### src/rtl/skyhop_pkg.sv
// Shared SkyHop constants: column geometry, vertical limits, jump_ctrl
// state encoding and the column-to-x helper used by the renderers.
// Optional feature macro: JUMP_CTRL_GRAVITY_FALL_EN (accelerating fall).
package skyhop_pkg;

    localparam int COLS  = 8;
    localparam int COL_W = 3;
    localparam int V0_I  = 7;

    localparam logic [10:0]        X0        = 11'd40;
    localparam logic [10:0]        COL_PITCH = 11'd60;
    localparam logic [10:0]        X_DX      = 11'd4;
    localparam logic [9:0]         Y_BASE    = 10'd400;
    localparam logic [9:0]         Y_FLOOR   = 10'd560;
    localparam logic signed [10:0] Y_FLOOR_S = 11'sd560;
    localparam logic signed [4:0]  V0        = 5'(V0_I);
    // A hop lasts 2*V0+1 frame ticks so the parabola closes exactly.
    localparam logic [3:0]         FLY_STEPS = 4'(2 * V0_I + 1);
`ifdef JUMP_CTRL_GRAVITY_FALL_EN
    localparam logic signed [4:0]  VMAX      = 5'sd15;
`else
    localparam logic signed [10:0] FALL_DY   = 11'sd8;
`endif
    localparam logic [COL_W-1:0]   COL_MID   = 3'(COLS / 2);
    localparam logic [COL_W-1:0]   COL_LAST  = 3'(COLS - 1);

    typedef enum logic [1:0] {
        ST_IDLE = 2'd0,
        ST_FLY  = 2'd1,
        ST_LAND = 2'd2,
        ST_FALL = 2'd3
    } jc_state_e;

    typedef enum logic [1:0] {
        DIR_NONE  = 2'd0,
        DIR_LEFT  = 2'd1,
        DIR_RIGHT = 2'd2
    } jc_dir_e;

    // Screen x of the left edge of a block column.
    function automatic logic [10:0] col_to_x(input logic [COL_W-1:0] col);
        col_to_x = X0 + COL_PITCH * {8'd0, col};
    endfunction

endpackage

### src/rtl/jump_step.sv
// Per-frame position/velocity step for the jumping character.
// Fly: ballistic y update and horizontal drift. Fall: constant speed, or
// continued gravity with a speed cap when JUMP_CTRL_GRAVITY_FALL_EN is set.
// y is always clamped to [0, Y_FLOOR].
module jump_step
    import skyhop_pkg::*;
(
    input  logic              i_fall,
    input  logic [9:0]        i_y,
    input  logic signed [4:0] i_vy,
    input  logic [10:0]       i_x,
    input  jc_dir_e           i_dir,
    output logic [9:0]        o_y,
    output logic signed [4:0] o_vy,
    output logic [10:0]       o_x,
    output logic              o_floor
);

    logic signed [10:0] w_y_ext;
    logic signed [10:0] w_vy_ext;
    logic signed [10:0] w_y_raw;

    // Next position/velocity for one frame tick, then clamp y to the playfield.
    always_comb begin
        w_y_ext  = signed'({1'b0, i_y});
        w_vy_ext = signed'({{6{i_vy[4]}}, i_vy});
        w_y_raw  = w_y_ext - w_vy_ext;
        o_vy     = i_vy - 5'sd1;
        o_x      = i_x;
        if (i_fall) begin
`ifdef JUMP_CTRL_GRAVITY_FALL_EN
            if (i_vy <= -VMAX) begin
                o_vy = -VMAX;
            end else begin
                o_vy = i_vy - 5'sd1;
            end
`else
            w_y_raw = w_y_ext + FALL_DY;
            o_vy    = i_vy;
`endif
        end else begin
            case (i_dir)
                DIR_RIGHT: o_x = i_x + X_DX;
                DIR_LEFT:  o_x = i_x - X_DX;
                default:   o_x = i_x;
            endcase
        end
        if (w_y_raw < 11'sd0) begin
            o_y = 10'd0;
        end else if (w_y_raw > Y_FLOOR_S) begin
            o_y = Y_FLOOR;
        end else begin
            o_y = w_y_raw[9:0];
        end
        o_floor = (o_y == Y_FLOOR);
    end

endmodule

### src/rtl/jump_ctrl.sv
// SkyHop jump sequencer: turns one-cycle jump commands into per-frame
// character motion, evaluates the landing against the block map and
// animates the fall after a miss. Positions only move on frame ticks.
// Optional feature macro: JUMP_CTRL_GRAVITY_FALL_EN (see jump_step).
module jump_ctrl
    import skyhop_pkg::*;
(
    input  logic             clk,
    input  logic             rst,
    input  logic             frame_tick,
    input  logic             map_reset,
    input  logic             jump_left,
    input  logic             jump_right,
    input  logic             block_present,
    output logic [COL_W-1:0] target_col,
    output logic [COL_W-1:0] cur_col,
    output logic [10:0]      char_x,
    output logic [9:0]       char_y,
    output logic             character_landed,
    output logic             jump_fail
);

    localparam logic [10:0] X_MID = col_to_x(COL_MID);

    jc_state_e         r_state, w_state_nxt;
    logic [COL_W-1:0]  r_cur_col, w_cur_col_nxt;
    logic [COL_W-1:0]  r_target_col, w_target_col_nxt;
    logic [10:0]       r_x, w_x_nxt;
    logic [9:0]        r_y, w_y_nxt;
    logic signed [4:0] r_vy, w_vy_nxt;
    logic [3:0]        r_step, w_step_nxt;
    logic              r_landed, w_landed_nxt;
    logic              r_fail, w_fail_nxt;

    jc_dir_e           w_dir;
    logic [9:0]        w_step_y;
    logic signed [4:0] w_step_vy;
    logic [10:0]       w_step_x;
    logic              w_step_floor;

    // Horizontal direction of the hop follows from where it lands.
    always_comb begin
        if (r_target_col > r_cur_col) begin
            w_dir = DIR_RIGHT;
        end else if (r_target_col < r_cur_col) begin
            w_dir = DIR_LEFT;
        end else begin
            w_dir = DIR_NONE;
        end
    end

    jump_step u_step (
        .i_fall  (r_state == ST_FALL),
        .i_y     (r_y),
        .i_vy    (r_vy),
        .i_x     (r_x),
        .i_dir   (w_dir),
        .o_y     (w_step_y),
        .o_vy    (w_step_vy),
        .o_x     (w_step_x),
        .o_floor (w_step_floor)
    );

    // Next-state and datapath decisions; map_reset overrides every state.
    always_comb begin
        w_state_nxt      = r_state;
        w_cur_col_nxt    = r_cur_col;
        w_target_col_nxt = r_target_col;
        w_x_nxt          = r_x;
        w_y_nxt          = r_y;
        w_vy_nxt         = r_vy;
        w_step_nxt       = r_step;
        w_landed_nxt     = 1'b0;
        w_fail_nxt       = r_fail;
        if (map_reset) begin
            w_state_nxt      = ST_IDLE;
            w_cur_col_nxt    = COL_MID;
            w_target_col_nxt = COL_MID;
            w_x_nxt          = X_MID;
            w_y_nxt          = Y_BASE;
            w_vy_nxt         = 5'sd0;
            w_step_nxt       = 4'd0;
            w_fail_nxt       = 1'b0;
        end else begin
            case (r_state)
                ST_IDLE: begin
                    if (jump_left ^ jump_right) begin
                        w_state_nxt = ST_FLY;
                        w_vy_nxt    = V0;
                        w_step_nxt  = 4'd0;
                        // A jump off either edge turns into a vertical hop.
                        if (jump_left) begin
                            if (r_cur_col == 3'd0) begin
                                w_target_col_nxt = r_cur_col;
                            end else begin
                                w_target_col_nxt = r_cur_col - 3'd1;
                            end
                        end else begin
                            if (r_cur_col == COL_LAST) begin
                                w_target_col_nxt = r_cur_col;
                            end else begin
                                w_target_col_nxt = r_cur_col + 3'd1;
                            end
                        end
                    end else begin
                        w_state_nxt = ST_IDLE;
                    end
                end
                ST_FLY: begin
                    if (frame_tick) begin
                        w_x_nxt    = w_step_x;
                        w_y_nxt    = w_step_y;
                        w_vy_nxt   = w_step_vy;
                        w_step_nxt = r_step + 4'd1;
                        if (r_step == FLY_STEPS - 4'd1) begin
                            w_state_nxt = ST_LAND;
                        end else begin
                            w_state_nxt = ST_FLY;
                        end
                    end else begin
                        w_state_nxt = ST_FLY;
                    end
                end
                ST_LAND: begin
                    w_landed_nxt = 1'b1;
                    if (block_present) begin
                        w_cur_col_nxt = r_target_col;
                        w_state_nxt   = ST_IDLE;
                    end else begin
                        w_fail_nxt  = 1'b1;
                        w_state_nxt = ST_FALL;
                    end
                end
                ST_FALL: begin
                    if (frame_tick) begin
                        w_y_nxt  = w_step_y;
                        w_vy_nxt = w_step_vy;
                        if (w_step_floor) begin
                            w_landed_nxt = 1'b1;
                            w_fail_nxt   = 1'b0;
                            w_state_nxt  = ST_IDLE;
                        end else begin
                            w_state_nxt = ST_FALL;
                        end
                    end else begin
                        w_state_nxt = ST_FALL;
                    end
                end
                default: begin
                    w_state_nxt = ST_IDLE;
                end
            endcase
        end
    end

    // State and datapath registers; async reset recentres the character.
    always_ff @(posedge clk or negedge rst) begin
        if (!rst) begin
            r_state      <= ST_IDLE;
            r_cur_col    <= COL_MID;
            r_target_col <= COL_MID;
            r_x          <= X_MID;
            r_y          <= Y_BASE;
            r_vy         <= 5'sd0;
            r_step       <= 4'd0;
            r_landed     <= 1'b0;
            r_fail       <= 1'b0;
        end else begin
            r_state      <= w_state_nxt;
            r_cur_col    <= w_cur_col_nxt;
            r_target_col <= w_target_col_nxt;
            r_x          <= w_x_nxt;
            r_y          <= w_y_nxt;
            r_vy         <= w_vy_nxt;
            r_step       <= w_step_nxt;
            r_landed     <= w_landed_nxt;
            r_fail       <= w_fail_nxt;
        end
    end

    assign target_col       = r_target_col;
    assign cur_col          = r_cur_col;
    assign char_x           = r_x;
    assign char_y           = r_y;
    assign character_landed = r_landed;
    assign jump_fail        = r_fail;

endmodule

### config.mk
export PLATFORM = sky130hd
export DESIGN_NAME = jump_ctrl
export DESIGN_NICKNAME = d
export VERILOG_FILES = /design/src/rtl/skyhop_pkg.sv /design/src/rtl/jump_step.sv /design/src/rtl/jump_ctrl.sv
export SDC_FILE = /design/constraint.sdc
export NUM_CORES = 1
export LEC_CHECK = 0
export BUFFER_PORTS_ARGS = -buffer_cell sky130_fd_sc_hd__buf_2
export CORE_MARGIN = 2
export CORE_UTILIZATION = 59
export DETAILED_ROUTE_END_ITERATION = 12
export GPL_TIMING_DRIVEN = 0
export PLACE_DENSITY = 0.79
export SLEW_MARGIN = 20
export SYNTH_ARGS = -nofsm -noshare
export SYNTH_HDL_FRONTEND = slang
export SYNTH_SLANG_ARGS = --single-unit
export TNS_END_PERCENT = 1
### constraint.sdc
create_clock -name clk -period 8.8 [get_ports clk]
set_input_delay 0.88 -clock clk [delete_from_list [all_inputs] [get_ports clk]]
set_output_delay 0.88 -clock clk [all_outputs]
set_load 0.005 [all_outputs]
# [After elaboration in Yosys (flattened, before gate mapping)]
# Index checks and enable logic that the tools add are counted.
[totals] input_bits=7 output_inout_bits=29 romBits=0 memories=0 register_bits=40 wordCells=107 latchBits=0 mem_bits_rw=0
[op_classes] n_div=0 eq_ne=16 n_bitwise=1 magnitude_cmp=4 shifts=0 reduce_logical=21 n_addsub=8 n_mul=0 n_mux=48
[ops] operator="11-bit 2-to-1 mux" count=5
[ops] operator="10-bit 2-to-1 mux" count=5
[ops] operator="3-bit 2-to-1 mux" count=9
[ops] operator="11-bit case mux with 2 select lines" count=1
[ops] operator="5-bit 2-to-1 mux" count=4
[ops] operator="3-bit inequality test, second input constant" count=6
[ops] operator="2-bit 2-to-1 mux" count=7
[ops] operator="2-bit nonzero test" count=7
[ops] operator="4-bit 2-to-1 mux" count=3
[ops] operator="4-bit AND reduction" count=3
[ops] operator="3-bit nonzero test" count=4
[ops] operator="10-bit by 4-bit adder with 11-bit output, second input constant" count=1
[ops] operator="11-bit by 3-bit adder with 11-bit output, second input constant" count=1
[ops] operator="11-bit greater-than comparator, second input constant" count=1
[ops] operator="11-bit by 1-bit < comparator with 1-bit output, second input constant" count=1
[ops] operator="11-bit by 3-bit subtractor with 11-bit output, second input constant" count=1
[ops] operator="11-bit by 5-bit subtractor with 11-bit output" count=1
[ops] operator="10-bit equality test, second input constant" count=1
[ops] operator="5-bit case mux with 2 select lines" count=1
[ops] operator="1-bit 2-to-1 mux" count=9
[ops] operator="2-bit case mux with 4 select lines" count=1
[ops] operator="4-bit case mux with 2 select lines" count=1
[ops] operator="2-bit equality test, second input constant" count=3
[ops] operator="2-bit AND reduction" count=3
[ops] operator="other kinds (17)" count=19

# [Longest topological paths before layout]
# Gate-level depths: netlist (run 1).
[depth] word_depth=10 mapped_depth=15 ltp_nobuf=15

# [Hierarchy]
# Synthesis (run 1) repeated with hierarchy kept, for this count alone.
[hier_totals] cells_unflattened=421 area_unflattened_um2=3547.2
[by_module_without_submodules] module="jump_ctrl" cells_each=205 area_each_um2=2073.2 seq_area_each_um2=1011.0 n_inst=1
[by_module_without_submodules] module="jump_step" cells_each=216 area_each_um2=1473.9 seq_area_each_um2=0.0 n_inst=1

# [Worst setup path before layout (run 1)]
# OpenSTA, ideal clock, no wires.
[synth_path] path_kind="flip-flop to flip-flop" startpoint="register r_cur_col[1], in the netlist cur_col[1]" endpoint="register r_x[10], in the netlist char_x[10]" setup_time_ps=78 path_slack_ps=5808 path_buffers=0 t_required_ps=8722 synth_period_minus_slack_ps=2992 t_arrival_ps=2913 stages_incl_launch_ff=16 cell_sequence="dfrtp_1 inv_1 ha_1 nor2b_1 o21ai_0 nand2b_1 inv_1 ha_1 nor2b_1 o21ai_0 a21boi_0 o21ai_0 a21oi_1 xnor2_1 or3_1 a21oi_1"
[synth_via] elab_chain_cells=9 elab_cells_between_ends=13 cone_classes="order compare: 2; eq/ne: 2; mux: 7; reduce/logical: 2"
[synth_lines] item="start, declared" line_no="jump_ctrl.sv:26" rtl="logic [COL_W-1:0] r_cur_col, w_cur_col_nxt;"
[synth_lines] item="start signal, assigned" line_no="jump_ctrl.sv:170" rtl="r_cur_col <= w_cur_col_nxt;"
[synth_lines] item="3-bit < comparator" line_no="jump_ctrl.sv:45" rtl="end else if (r_target_col < r_cur_col) begin"
[synth_lines] item="1-bit 2-to-1 mux" line_no="jump_ctrl.sv:45"
[synth_lines] item="2-bit 2-to-1 mux *" line_no="jump_ctrl.sv:43" rtl="if (r_target_col > r_cur_col) begin"
[synth_lines] item="2-bit by 1-bit equality test with 1-bit output / 2-bit equality test (equally long branches)" line_no="jump_step.sv:42" rtl="case (i_dir)"
[synth_lines] item="11-bit case mux with 2 select lines" line_no="jump_step.sv:42"
[synth_lines] item="11-bit 2-to-1 mux" line_no="jump_step.sv:30" rtl="if (i_fall) begin"
[synth_lines] item="11-bit 2-to-1 mux" line_no="jump_ctrl.sv:110" rtl="if (frame_tick) begin"
[synth_lines] item="11-bit 2-to-1 mux" line_no="jump_ctrl.sv:85" rtl="case (r_state)"
[synth_lines] item="11-bit 2-to-1 mux" line_no="jump_ctrl.sv:75" rtl="if (map_reset) begin"
[synth_lines] item="end signal, assigned" line_no="jump_ctrl.sv:172" rtl="r_x <= w_x_nxt;"
[synth_lines] item="end, declared" line_no="jump_ctrl.sv:28" rtl="logic [10:0] r_x, w_x_nxt;"
# Mark *: on every way between the ends. The rest lies on a longest branch, timed or not. The select of a mux whose other input is x is not followed.
# A chain may end at the register's enable or synchronous reset.

# [Final worst setup path (run 1)]
# Same ends and word-level chain as after synthesis.

==> results of run 1 <==
## where the power goes
part | internal, W | switching [W]
clock network | 0.0000834 | 0.0000630
registers | 0.000189 | 0.0000167
logic | 0.000104 | 0.000138
## per-layer routing
metal,GRT usage,share of wire,vias up
li1,-,-,1339
met1,0.358,0.47,1289
met2,0.417,0.48,60
met3,0.0450,0.042,5
met4,0.0663,0.0064,0
met5,0,0,-
## sequential cells by signal (all words and copies together), names as in the netlist
name	cells
char_x	9
char_y	10
character_landed	1
cur_col	3
jump_fail	1
r_state	2
r_step	4
r_vy	5
target_col	3
## cell type report
type / instances / area, um2
Fill cell: 411 / 1640
Multi-Input combinational cell: 274 / 1940
Sequential cell: 38 / 961
Clock inverter: 3 / 40.0
Buffer: 17 / 75.1
Clock buffer: 5 / 68.8
Inverter: 20 / 75.1
Timing Repair Buffer: 31 / 155
Tap cell: 70 / 87.6
## cells by family after synthesis
family                   share of synthesized area
XOR/XNOR                                    0.0488
flip-flops                                   0.315
AND/OR/NAND/NOR                              0.212
AO/OA/AOI/OAI                                0.219
multiplexers                                0.0300
buffers and inverters                       0.0493
adder cells (fa/ha/maj)                      0.124
other                                      0.00123
## stage by stage
stage               hold WS (ns)  setup slack [ns]  instance area [um2]  instances  power, W
global route               0.585              5.05                 3400        458  0.000636
CTS                        0.530              5.34                 3400        458  0.000594
global placement           0.520              5.51                 3290        450  0.000441
detailed placement         0.520              5.41                 3290        450  0.000447
finish                     0.529              5.33                 3400        458  0.000594
floorplan                  0.505              5.81                 3050        349  0.000392
## worst paths after layout
check / slack (ns) / end / startpoint / cells past startpoint
setup reg to reg: 5.33 / char_x[10] / cur_col[1] / 15
hold reg to reg: 0.53 / target_col[2] / target_col[2] / 2
hold / removal: 0.53 / target_col[2] / target_col[2] / 2
setup / recovery: 5.33 / char_x[10] / cur_col[1] / 15
max in group asynchronous: 7.56 / char_x[5] / rst / 1
min in group asynchronous: 0.69 / r_step[2] / rst / 1
## critical path: stages (launching register included)
cell,delay (ns)
dfrtp_1,0.41
inv_1,0.15
ha_1,0.27
nor2b_1,0.13
o21ai_0,0.14
nand2b_1,0.13
inv_1,0.26
ha_1,0.32
nor2b_1,0.16
o21ai_0,0.20
a21boi_0,0.16
o21ai_0,0.26
a21oi_1,0.13
xnor2_1,0.15
or3_1,0.36
a21oi_1,0.16
## layout by cell type, fill, tap and decap left out, drive strengths merged, types with 3 or more instances in the layout
| cell | count |
|---|---|
| o21ai | 19 |
| a31oi | 7 |
| mux2i | 8 |
| or3 | 4 |
| xnor2 | 10 |
| nand2 | 23 |
| nor2b | 4 |
| inv | 20 |
| nand4 | 4 |
| dfrtp | 30 |
| nand3 | 12 |
| clkbuf | 15 |
| ha | 27 |
| nor3b | 4 |
| nand2b | 8 |
| and3 | 6 |
| a21oi | 22 |
| a21o | 6 |
| dfstp | 8 |
| and2 | 3 |
| nor2 | 39 |
| nor4b | 3 |
| a211oi | 7 |
| xor2 | 7 |
| nor3 | 8 |
| a211o | 3 |
| buf | 38 |
==> results.yml, run 1 <==
timing:
  fin_crit_sh: 0.394
  drv_slew: 0
  fmax_ghz: 0.289
  max_slew_margin: 0.428
  clock_skew_ns: 0.00655
  rsz0062_at_grt: "no"
  fin_setup_tns_ns: 0
  setup_violations: 0
  min_period_ns: 3.47
  finalHoldViolCount: 0
  worst_pin_slew_ns: 0.857
min_path:
  hp-class: "reg -> reg"
global_route:
  antenna_found_initial: 0
  grt_max_degree: 39
  grt_pass1_vias: 2489
  grt_use_total: 0.257
  grt_overflow: 0
  grt_pass1_wl_um: 11500
routing:
  ant_nets: 0
  avgRoutedWirePerCell_um: 14.9
  dr.pass1.iters: 4
  wl_um: 6830
  routed_via_density: 5.88
  drtIter0Drc: 206
  post-route-drc-count: 0
  vias: 2693
floorplanning:
  die-area_um2: 5760
  die-width_um: 75.9
  io_pins: 36
  core_area_um2: 5040
  row_count: 26
  initial_utilization: 0.604
  die_h_um: 75.9
finish:
  syn_to_final_growth_pct: 11.7
  drive_gt1_frac: 0.173
  fin_util: 0.675
  antenna_cells: 0
  fin_nets: 423
synth:
  yosysTopAreaCell: "dfrtp_1"
  synth_seq_cells: 38
  ys_seq_area_frac: 0.315
  synth_top_area_frac: 0.246
  synthTopCellsByArea: "dfrtp_1 25%, ha_1 11%, dfstp_2 6.9%, nor2_1 4.8%, a21oi_1 3.6%"
  ys_types: 65
  post-synth-top-count-cell: "nor2_1"
  ys.warnings.count: 0
  dominantRegCellSynth: "dfrtp_1"
  async_flop_share: 1.00
  ys_top_cells_by_count: "39 x nor2_1, 30 x dfrtp_1, 27 x ha_1"
  synth.avg_cell_area_um2: 8.76
  synth_cells: 348
  synth_edf_count: 0
  synth_area_um2: 3050
placed_design:
  io_buffers: 31
  place.gp.congestion: 0.883
  hpwl_um: 5130
power_and_ir_drop:
  leakagePower_nw: 1.58
  power_density_nw_per_um2: 175
  peakVddDrop_v: 0.000104
worst_setup_path:
  path_class: "reg -> reg"
  critPathMaxFanout: 8
  cp.arrival_ns: 3.68
  required_ns: 9.01
  worstSetupEndpointType: "register"
  critPathLaunchType: "register"
clocking:
  cts_buffers: 5
  path_clk_slew_ns: 0.08
  root_buffer: "clkbuf_8"
  clk_latency_ns: 0.29
  cts_hold_buf: 0
  ctsResizeCount: 0
  clk_path_buf_depth: 2
  postCtsSetupBuffers: 0
  htreeDepth: 2
  clock-sinks: 38
  cts_tree: "yes"
run_status:
  status: "completed"
flow_run:
  max-cap-violations: 0
Power figures use the tool's default switching activity.
==> inputs of run 2 (changes only) <==
- clock period: 8.8 -> 3.45 ns (I/O delays scaled with it)
==> results.yml, run 2 (synthesis gave the netlist of run 1 again) <==
flow_run:
  max-cap-violations: 0
global_route:
  grt_use_total: 0.257
  grt-busiest-layer: "met2"
  antenna_found_initial: 0
  grt_use_met2: 0.417
  grt_pass1_wl_um: 11500
  gr-usage-met1: 0.358
  grt_max_degree: 39
  grt_pass1_vias: 2489
  grt_overflow: 0
  gr-usage-met3: 0.0450
finish:
  largest_reg_flops: 10
  layout_commonest_cell: "nor2_1"
  mostFrequentLayoutCells: "39 x nor2_1, 33 x buf_2, 30 x dfrtp_1"
  antenna_cells: 0
  syn_to_final_growth_pct: 11.7
  drive_gt1_frac: 0.175
  fin_nets: 423
  final_cell_area_um2: 3400
floorplanning:
  die_h_um: 75.9
  row_count: 26
  die-width_um: 75.9
  io_pins: 36
  initial_utilization: 0.604
  core_area_um2: 5040
  die-area_um2: 5760
worst_setup_path:
  r2r_slack_ns: 0.25
  critPathLaunchType: "register"
  crit_chain: "inv_1, ha_1, o21ai_0, nand2b_1, inv_2, ha_1, nor2b_1, o21ai_1, a21boi_0, o21ai_1, a21oi_1, xnor2_1, or3_1, a21oi_1"
  critPathMaxFanout: 8
  required_ns: 3.66
  reg2reg_depth: 14
  worstSetupEndpointType: "register"
  path_class: "reg -> reg"
  crit_slowest_cell: "dfstp_2"
  crit_path_max_incr_delay_ns: 0.57
  cp.arrival_ns: 3.41
clocking:
  root_buffer: "clkbuf_8"
  cts_tree: "yes"
  clk_latency_ns: 0.29
  path_clk_slew_ns: 0.08
  cts_hold_buf: 0
  clk_path_buf_depth: 2
  clock-sinks: 38
  postCtsSetupBuffers: 0
  cts_buffers: 5
  htreeDepth: 2
routing:
  dr.pass1.iters: 4
  avgRoutedWirePerCell_um: 14.9
  post-route-drc-count: 0
  ant_nets: 0
  vias: 2679
  routed_via_density: 5.85
  drtIter0Drc: 205
  wl_um: 6830
power_and_ir_drop:
  peakVddDrop_v: 0.000266
  power_density_nw_per_um2: 446
  leakagePower_nw: 1.58
timing:
  clock_skew_ns: 0.00664
  fmax_ghz: 0.313
  setup_violations: 0
  fin_setup_tns_ns: 0
  rsz0062_at_grt: "no"
  drv_slew: 0
  fin_crit_sh: 0.927
  min_period_ns: 3.20
  max_slew_margin: 0.429
  worst_pin_slew_ns: 0.856
  finalHoldViolCount: 0
placed_design:
  io_buffers: 31
  place.gp.congestion: 0.883
  placed_area_um2: 3290
  hpwl_um: 5130
run_status:
  status: "completed"
min_path:
  hp-class: "in -> async"
## run 2: metal layers
metal | wire length, um | up-vias
li1 | - | 1340
met1 | 3190 | 1273
met2 | 3290 | 61
met3 | 297 | 5
met4 | 44 | 0
met5 | 0 | -
## run 2: repair_timing
action | CTS | global route
hold endpoints to repair | 0 | 0
gates resized for setup | 1 | 2
endpoints found under the setup margin | 1 | 1
## run 2: path summary, 6_finish.rpt
path | start | to
max | cur_col[2] | char_x[10]
min | rst | r_step[2]
max reg2reg | cur_col[2] | char_x[10]
min reg2reg | target_col[2] | target_col[2]
max in group asynchronous | rst | character_landed
min in group clk | frame_tick | r_step[0]
## run 2: power by group
part           switching, W  internal, W  total, W
clock network      0.000161     0.000213  0.000374
logic              0.000353     0.000265  0.000618
registers         0.0000427     0.000483  0.000525
## run 2: cell type report
class | instances | area (um2)
tap | 70 | 87.6
inverter | 20 | 75.1
multi-input combinational | 274 | 1940
fill | 411 | 1640
clock inverter | 3 | 40.0
clock buffer | 5 | 68.8
buffer | 17 | 75.1
timing repair buffer | 31 | 155
sequential | 38 | 961
## run 2: through the flow
stage | power [W] | instances | setup WS [ns] | hold slack, ns | utilization
6_report | 0.00152 | 458 | 0.252 | 0.159 | 0.675
5_1_grt | 0.00162 | 458 | 0.00936 | 0.228 | 0.675
4_1_cts | 0.00152 | 458 | 0.102 | 0.186 | 0.675
3_5_place_dp | 0.00114 | 450 | 0.0596 | 0.497 | 0.653
3_3_place_gp | 0.00113 | 450 | 0.159 | 0.485 | 0.653
2_1_floorplan | 0.000999 | 349 | 0.458 | 0.0494 | -
## run 2: critical path: cells and delay by family, from the launching register on
| kind | cells | cell delay (ns) |
|---|---|---|
| xor+xnor | 1 | 0.09 |
| buf+inv | 2 | 0.21 |
| flops | 1 | 0.57 |
| fa+ha+maj | 2 | 0.63 |
| simple gates | 3 | 0.70 |
| compound gates | 6 | 0.90 |
